==> config.mk <==
export PLATFORM = sky130hd
export DESIGN_NAME = alu_rr_sched
export DESIGN_NICKNAME = d
export VERILOG_FILES = /design/src/rtl/alu_rr_sched.sv
export SDC_FILE = /design/constraint.sdc
export NUM_CORES = 1
export LEC_CHECK = 0
export CORE_ASPECT_RATIO = 0.6
export CORE_MARGIN = 10
export CORE_UTILIZATION = 37
export CTS_CLUSTER_SIZE = 8
export DETAILED_ROUTE_END_ITERATION = 12
export PLACE_DENSITY = 0.77
export SYNTH_ARGS = -nofsm -noshare
export SYNTH_HDL_FRONTEND = slang
export SYNTH_SLANG_ARGS = --single-unit
==> constraint.sdc <==
create_clock -name clk -period 2.3 [get_ports clk]
set_input_delay 0.575 -clock clk [delete_from_list [all_inputs] [get_ports clk]]
set_output_delay 0.575 -clock clk [all_outputs]
set_load 0.02 [all_outputs]
==> src/rtl/alu_rr_sched.sv <==
// alu_rr_sched: round-robin front end that shares one 8-bit ALU among NREQ
// requesters. It grants one request at a time and drives a single-cycle issue
// strobe into the ALU. It waits the ALU's fixed latency, captures the result
// and flags, and returns them tagged with the requester id. It also produces
// the ALU's synchronous reset from the block's asynchronous reset.
module alu_rr_sched #(
  parameter int NREQ    = 4,
  parameter int ALU_LAT = 1,
  parameter int IDW     = 2
) (
  input  logic                clk,
  input  logic                rst_n,
  // request side
  input  logic [NREQ-1:0]     req_valid,
  input  logic [5*NREQ-1:0]   req_opcode,
  input  logic [8*NREQ-1:0]   req_a,
  input  logic [8*NREQ-1:0]   req_b,
  input  logic [NREQ-1:0]     req_carry,
  input  logic [NREQ-1:0]     req_borrow,
  output logic [NREQ-1:0]     req_ready,
  // response side
  output logic                rsp_valid,
  input  logic                rsp_ready,
  output logic [IDW-1:0]      rsp_id,
  output logic [7:0]          rsp_result,
  output logic [4:0]          rsp_flags,
  output logic                rsp_err,
  // ALU side
  output logic                alu_rst,
  output logic                alu_enable,
  output logic                alu_input_ready,
  output logic [4:0]          alu_opcode,
  output logic [7:0]          alu_operand_a,
  output logic [7:0]          alu_operand_b,
  output logic                alu_carry_in,
  output logic                alu_borrow_in,
  input  logic [7:0]          alu_result,
  input  logic                alu_carry_out,
  input  logic                alu_borrow_out,
  input  logic                alu_overflow,
  input  logic                alu_zero,
  input  logic                alu_negative
);

  // Highest opcode the ALU implements; anything above is answered locally.
  localparam logic [4:0] MAX_OPCODE = 5'd19;

  typedef enum logic [2:0] {
    S_INIT,
    S_IDLE,
    S_ISSUE,
    S_WAIT,
    S_RESP
  } state_t;

  state_t state_reg, state_next;

  // Two-flop reset synchronizer for the ALU; bit 0 is the first stage.
  logic [1:0] rst_sync_reg;

  // Round-robin pointer: last requester granted.
  logic [IDW-1:0] ptr_reg;

  // Operation latched at grant time.
  logic [4:0]     op_reg;
  logic [7:0]     a_reg;
  logic [7:0]     b_reg;
  logic           cin_reg;
  logic           bin_reg;
  logic [IDW-1:0] id_reg;

  // Response captured from the ALU (or synthesized for an illegal opcode).
  logic [7:0]     res_reg;
  logic [4:0]     flags_reg;
  logic           err_reg;

  // Latency counter; ALU_LAT is at most 7.
  logic [2:0]     cnt_reg;

  // Per-requester views of the packed request buses.
  logic [4:0] opc_arr [NREQ];
  logic [7:0] a_arr   [NREQ];
  logic [7:0] b_arr   [NREQ];

  generate
    for (genvar gi = 0; gi < NREQ; gi++) begin : g_unpack
      assign opc_arr[gi] = req_opcode[5*gi +: 5];
      assign a_arr[gi]   = req_a[8*gi +: 8];
      assign b_arr[gi]   = req_b[8*gi +: 8];
    end
  endgenerate

  // Arbiter result for the current cycle.
  logic           grant_valid;
  logic [IDW-1:0] grant_id;
  logic           grant_legal;

  // Search upward from ptr+1 with wrap-around for the first active request.
  always_comb begin
    int j;
    logic [IDW-1:0] idx;
    grant_valid = 1'b0;
    grant_id    = '0;
    j           = 0;
    idx         = '0;
    for (int k = 1; k <= NREQ; k++) begin
      j = int'(ptr_reg) + k;
      if (j >= NREQ) begin
        j = j - NREQ;
      end
      idx = IDW'(j);
      if (!grant_valid && req_valid[idx]) begin
        grant_valid = 1'b1;
        grant_id    = idx;
      end
    end
  end

  assign grant_legal = (opc_arr[grant_id] <= MAX_OPCODE);

  // ALU reset: held high during rst_n, released on the 2nd edge afterwards.
  always_ff @(posedge clk or negedge rst_n) begin
    if (!rst_n) begin
      rst_sync_reg <= 2'b11;
    end else begin
      rst_sync_reg <= {rst_sync_reg[0], 1'b0};
    end
  end

  assign alu_rst = rst_sync_reg[1];

  // FSM state register.
  always_ff @(posedge clk or negedge rst_n) begin
    if (!rst_n) begin
      state_reg <= S_INIT;
    end else begin
      state_reg <= state_next;
    end
  end

  // Next-state logic and all state-qualified outputs.
  always_comb begin
    state_next      = state_reg;
    req_ready       = '0;
    alu_enable      = 1'b0;
    alu_input_ready = 1'b0;
    alu_opcode      = '0;
    alu_operand_a   = '0;
    alu_operand_b   = '0;
    alu_carry_in    = 1'b0;
    alu_borrow_in   = 1'b0;
    rsp_valid       = 1'b0;
    rsp_id          = '0;
    rsp_result      = '0;
    rsp_flags       = '0;
    rsp_err         = 1'b0;
    case (state_reg)
      S_INIT: begin
        // Leave INIT on the same edge that drops alu_rst.
        if (!rst_sync_reg[0]) begin
          state_next = S_IDLE;
        end
      end
      S_IDLE: begin
        if (grant_valid) begin
          req_ready[grant_id] = 1'b1;
          state_next = grant_legal ? S_ISSUE : S_RESP;
        end
      end
      S_ISSUE: begin
        alu_enable      = 1'b1;
        alu_input_ready = 1'b1;
        alu_opcode      = op_reg;
        alu_operand_a   = a_reg;
        alu_operand_b   = b_reg;
        alu_carry_in    = cin_reg;
        alu_borrow_in   = bin_reg;
        state_next      = S_WAIT;
      end
      S_WAIT: begin
        if (cnt_reg == 3'd1) begin
          state_next = S_RESP;
        end
      end
      S_RESP: begin
        rsp_valid  = 1'b1;
        rsp_id     = id_reg;
        rsp_result = res_reg;
        rsp_flags  = flags_reg;
        rsp_err    = err_reg;
        if (rsp_ready) begin
          state_next = S_IDLE;
        end
      end
      default: begin
        state_next = S_INIT;
      end
    endcase
  end

  // Datapath: latch the granted op, count the ALU latency, capture results.
  always_ff @(posedge clk or negedge rst_n) begin
    if (!rst_n) begin
      ptr_reg   <= IDW'(NREQ - 1);
      op_reg    <= '0;
      a_reg     <= '0;
      b_reg     <= '0;
      cin_reg   <= 1'b0;
      bin_reg   <= 1'b0;
      id_reg    <= '0;
      res_reg   <= '0;
      flags_reg <= '0;
      err_reg   <= 1'b0;
      cnt_reg   <= '0;
    end else begin
      case (state_reg)
        S_IDLE: begin
          if (grant_valid) begin
            ptr_reg <= grant_id;
            id_reg  <= grant_id;
            op_reg  <= opc_arr[grant_id];
            a_reg   <= a_arr[grant_id];
            b_reg   <= b_arr[grant_id];
            cin_reg <= req_carry[grant_id];
            bin_reg <= req_borrow[grant_id];
            if (!grant_legal) begin
              // Answered without touching the ALU.
              res_reg   <= '0;
              flags_reg <= '0;
              err_reg   <= 1'b1;
            end
          end
        end
        S_ISSUE: begin
          cnt_reg <= 3'(ALU_LAT);
        end
        S_WAIT: begin
          cnt_reg <= cnt_reg - 3'd1;
          if (cnt_reg == 3'd1) begin
            // ALU outputs are taken verbatim; no flag recomputation here.
            res_reg   <= alu_result;
            flags_reg <= {alu_carry_out, alu_borrow_out, alu_overflow,
                          alu_zero, alu_negative};
            err_reg   <= 1'b0;
          end
        end
        default: begin
        end
      endcase
    end
  end

endmodule
Word level (Yosys, flattened, before mapping)
Index checks and enable logic that the tools add are counted.
Widths: inputs -> output; s select.
- $add $sub $neg: 9
- multiply operators: 0
- div/mod/pow operators: 0
- magnitude comparators: 12
- equal/unequal tests: 10
- shift-type cells: 0
- multiplexer cells: 67
- bitwise logic cells: 1
- reductions and logical operators: 13
- operators with widths (operator ; count):
    $mux 8 ; 10
    $mux 5 ; 7
    $bmux 8 s2 ; 2
    $mux 1 ; 19
    $mux 2 ; 9
    $pmux 8 s2 ; 1
    $lt 2x3->1 const B ; 5
    $mux 3 ; 5
    $pmux 3 s5 ; 1
    $bmux 1 s2 ; 6
    $ge 3x3->1 const B ; 4
    $bmux 5 s2 ; 1
    $ne 2x2->1 const B ; 5
    $pmux 5 s2 ; 1
    $mux 4 ; 2
    $reduce_and 4->1 ; 2
    $sub 2x1->2 const B ; 4
    $add 2x2->3 const B ; 2
    $eq 3x1->1 const B ; 2
    $eq 3x2->1 const B ; 2
    $pmux 3 s2 ; 1
    $le 5x5->1 const B ; 1
    $add 2x3->4 const B ; 1
    $ge 4x3->1 const B ; 1
    other kinds (12) ; 18
- bits in registers: 49
- latch bits: 0
- bits in writable memories: 0
- ROM bits: 0
- bits of input ports: 112
- output and inout bits: 47
- logic and storage cells: 125
- memories kept: 0

Depth between registers and ports, before layout
- word-level depth: 23
- mapped depth: 9
- gate-level depth less buffers: 7

Worst setup path before layout
OpenSTA, ideal clock, no wires.
- path kind: input to output
- from: in req_valid[0]
- to: out req_ready[2]
- arrival: 1.933 ns
- slack: -0.208 ns
- stages on the path: 7
- path buffers: 2
- cells stage by stage: o211a_1 -> or2_1 -> buf_2 -> nor2_8 -> buf_4 -> nand2_1 -> nor2_1
- longest elaborated chain between the ends: 18
- elaborated cells on any way between the ends: 29
- those cells by class: order compare (2); mux (20); reduce/logical (7)
- RTL lines (what ; line ; text):
    from (decl) ; 14 ; input logic [NREQ-1:0] req_valid,
    $bmux 1 s2 ; 112 ; if (!grant_valid && req_valid[idx]) begin
    $mux 1 (not written as such) ; 112 ;
    $mux 1 ; 112 ;
    $logic_not 1->1 ; 112 ;
    $logic_and 1x1->1 ; 112 ;
    $mux 1 ; 112 ;
    $logic_not 1->1 ; 112 ;
    $logic_and 1x1->1 ; 112 ;
    [2 not listed] ; n/a ;
    $logic_and 1x1->1 ; 112 ;
    $mux 2 ; 112 ;
    $lt 2x3->1 (not written as such) / $ge 2x1->1 (equally long branches) ; 166 ; req_ready[grant_id] = 1'b1;
    $logic_and 1x1->1 (not written as such) ; 166 ;
    $mux 1 (not written as such) ; 166 ;
    $demux 1 s2 ; 166 ;
    $mux 4 (*) ; 165 ; if (grant_valid) begin
    $mux 4 (*) ; 157 ; case (state_reg)
    to (decl) ; 20 ; output logic [NREQ-1:0] req_ready,
Mark *: on every way between the ends. The rest lies on a longest branch, timed or not. The select of a mux whose other input is x is not followed.

Worst setup path after layout
- from: reg ptr_reg[1]
- to: out req_ready[0]
- longest elaborated chain between the ends: 21
- elaborated cells on any way between the ends: 45
- those cells by class: add/sub (8); order compare (6); mux (24); reduce/logical (7)
- RTL lines (what ; line ; text):
    from (decl) ; 62 ; logic [IDW-1:0] ptr_reg;
    from (signal assigned) ; 204 ; ptr_reg <= IDW'(NREQ - 1);
    from (signal assigned) ; 219 ; ptr_reg <= grant_id;
    $add 2x1->3 ; 107 ; j = int'(ptr_reg) + k;
    $ge 3x3->1 / $sub 2x1->2 (equally long branches) ; 108, 109 ;
    $mux 2 ; 108 ; if (j >= NREQ) begin
    $bmux 1 s2 ; 112 ;
    $mux 1 (not written as such) ; 112 ;
    $mux 1 ; 112 ;
    $logic_not 1->1 ; 112 ;
    $logic_and 1x1->1 ; 112 ;
    [5 not listed] ; n/a ;
    $logic_and 1x1->1 ; 112 ;
    $mux 2 ; 112 ;
    $lt 2x3->1 (not written as such) / $ge 2x1->1 (equally long branches) ; 166 ;
    $logic_and 1x1->1 (not written as such) ; 166 ;
    $mux 1 (not written as such) ; 166 ;
    $demux 1 s2 ; 166 ;
    $mux 4 (*) ; 165 ;
    $mux 4 (*) ; 157 ;
Marks and branches as above.

==> reports/metrics.cfg <==
[status]
run_status=finished, violations left
violations=setup timing

[synth]
ys_dominant_reg_cell=dfrtp_1
netlist_area_um2=3300
synth_cell_types=41
async_reset_ff_share_pct=100
yosysWarningCount=0
synthesis.area_per_instance_um2=9.14
sequential_to_total_area_share_from_yosys_stat_pct=37.3
postSynthNetCount=475
synth_cells=361
edff_count_synth=0
postSynthRegisterBits=49

[detailed_routing]
drtIter0Drc=233
drt_pass1_iterations=4
routed_via_density=5.13
ant_nets=0
avgRoutedWirePerCell_um=18.4
detail_route.drc_violations=0
vias=3404
routed_wl_mm=12.2

[floorplanning]
io_pins=159
floorplan.die.width_um=142
die_height_um=93.1
core_area_um2=8590
floorplan.initialDensity_pct=38.4
num_rows=26
die_area_um2=13200

[timing]
fin_tns_setup_ps=-1120
grt_setup_unrepaired=true
slew_viol_final=0
period_share_pct=109
timing.slew.headroom_pct=62.9
timing.fmax_mhz=400
finalCriticalPeriod_ps=2500
finish_stage_setup_viols=20
fin_skew_ps=6.46
worst_slack_ps=-200
timing.hold.ws_ps=279
report.final.hold_viol_count=0
tightest_slew_ps=556

[final_layout]
num_antenna_cells=0
post-route-cell-area_um2=5690
layout-drive-gt1-share_pct=26.7
multiInputGateArea_um2=2080
areaGrowthSynthToFinish_pct=72.5
sequential_standard_cell_area_um2=1230
final-instance-count-excl-fill=663
fillers=711
final_net_count=664
post-route-util_pct=66.3

[place]
number_of_placed_instances_with_taps_included=642
placed_cell_area_um2=5270
io_buffer_count=158
globalplace.congestion=0.895
dp.final_hpwl_mm=9.23
dp_slack_ps=-1050

[setup_path]
required_ps=1730
regToRegStartpoint=ptr_reg[1]
worst_path_maximum_fanout=6
worst_r2r_path_depth=9
cp-end-kind=primary output
reg2reg_slack_ps=-90
arrival_ps=1920
startpoint_type=flop
critical_path_class=flop to primary output
timing.rr.end=state_reg[2]

[cts]
cts_inserted_buffers=5
clock_sinks=49
tritoncts=yes
worst_skew_pair.late_latency_ps=280
cts.hold.buffers_added=0
clock_root_buffer=clkbuf_16
cts-root-to-sink-buffers=2
clk_transition_reported_paths_ps=60
cts-htree-levels=2

[power]
leakage_nw=2.61
finalPower_mw=6.71
power.density_nw_per_um2=1180
peakVddDrop_uv=678

[global_routing]
grt_util_met2_pct=30.5
grt_start_max_net_pins=47
gr-usage-met3_pct=4.44
grt_util_all_layers_pct=17.2
antenna_violations_before_repair=0
grt.busiest_layer=met2
grt-ovfl-total=0
gr-usage-met1_pct=20.9
grt_pass1_vias=3499
grt_first_pass_wirelength_mm=18.7

[job]
drv_cap=0

[min_path]
type_of_the_most_critical_hold_path=input pin to async pin

## kinds of logic after synthesis
kind of cell / after synthesis / synth area share [%]
AND/OR/NAND/NOR: 122 / 18.7
AO/OA/AOI/OAI: 93 / 18.7
multiplexers: 61 / 19.3
flip-flops: 49 / 37.3
buffers and inverters: 33 / 5.12
adder cells (fa/ha/maj): 2 / 0.759
other: 1 / 0.114
## synth_stat cells (3+ instances only)
library cell  count  area (um^2)
a21oi_1           6         30.0
a22o_1           14          123
a22oi_1          13         97.6
and2_1           40          250
and3_1            4         25.0
buf_2             3         15.0
buf_4             3         22.5
buf_6             4         45.0
clkbuf_1         18         67.6
dfrtp_1          45         1130
dfstp_2           4          105
inv_1             4         15.0
mux2_2           20          225
mux2i_1          41          410
nand2_1          48          180
nand2b_1          3         18.8
nand3_1           5         25.0
nor2_1           12         45.0
nor2b_1           3         18.8
nor3_1            4         20.0
o21ai_0          32          160
o21ai_1          12         60.1
## power by group
group	leakage, nW	internal, mW	switching, mW
clock network	0.0706	0.400	0.299
logic	1.96	2.23	2.22
registers	0.577	1.29	0.271
total	2.61	3.92	2.79
## worst max-delay path, cell delays in order (launching register included)
cell and delay [ps]:
dfstp_2 610, mux2i_2 260, a2bb2oi_2 230, buf_4 160, nand2_4 50, nor3_4 190
buf_6 140
## layout by cell type (no fill, tap or decap), types with 9 or more instances in the layout
cell type,Yosys,layout
o21ai_0,32,13
a22oi_1,13,13
clkdlybuf4s15_2,0,15
o21ai_2,0,11
a22o_1,14,14
mux2i_1,41,40
buf_6,4,9
buf_4,3,37
o21ai_1,12,18
and2_1,40,39
clkdlybuf4s50_1,0,107
dfrtp_1,45,45
mux2_2,20,20
dlygate4sd2_1,0,19
nand2_1,48,45
## layout make-up
class                   instances  share of cell area [%]
clock buffers                   6                    2.26
flip-flops and latches         49                    21.6
clock inverters                 2                   0.176
inverters                       5                   0.330
repair buffers                210                    36.5
well taps                     112                    2.46
multi-input cells             279                    36.6
## worst max-delay path by stage
stage                       from      endpoint  slack [ps]
finish                ptr_reg[1]  req_ready[0]        -200
global route          ptr_reg[1]  req_ready[0]        -250
CTS                   ptr_reg[1]  req_ready[0]        -130
detailed placement  req_valid[0]  req_ready[1]       -1050
global placement    req_valid[0]  req_ready[1]       -1000
floorplan           req_valid[0]  req_ready[3]         -30
## layer usage
layer  part of all wire (%)  wire length (um)
met1                     43              5300
met2                     49              5930
met3                    6.8               830
met4                   0.99               120
met5                      0                 0
## repair_timing
action / 4_1_cts / 5_1_grt
endpoints found under the hold margin: 0 / 0
resized for setup: 162 / 27
gates cloned: 1 / 1
buffers inserted: 10 / 3
endpoints found under the setup margin: 82 / 64
pin swaps: 20 / 15
Note: power is estimated with default switching activity, not from simulation.
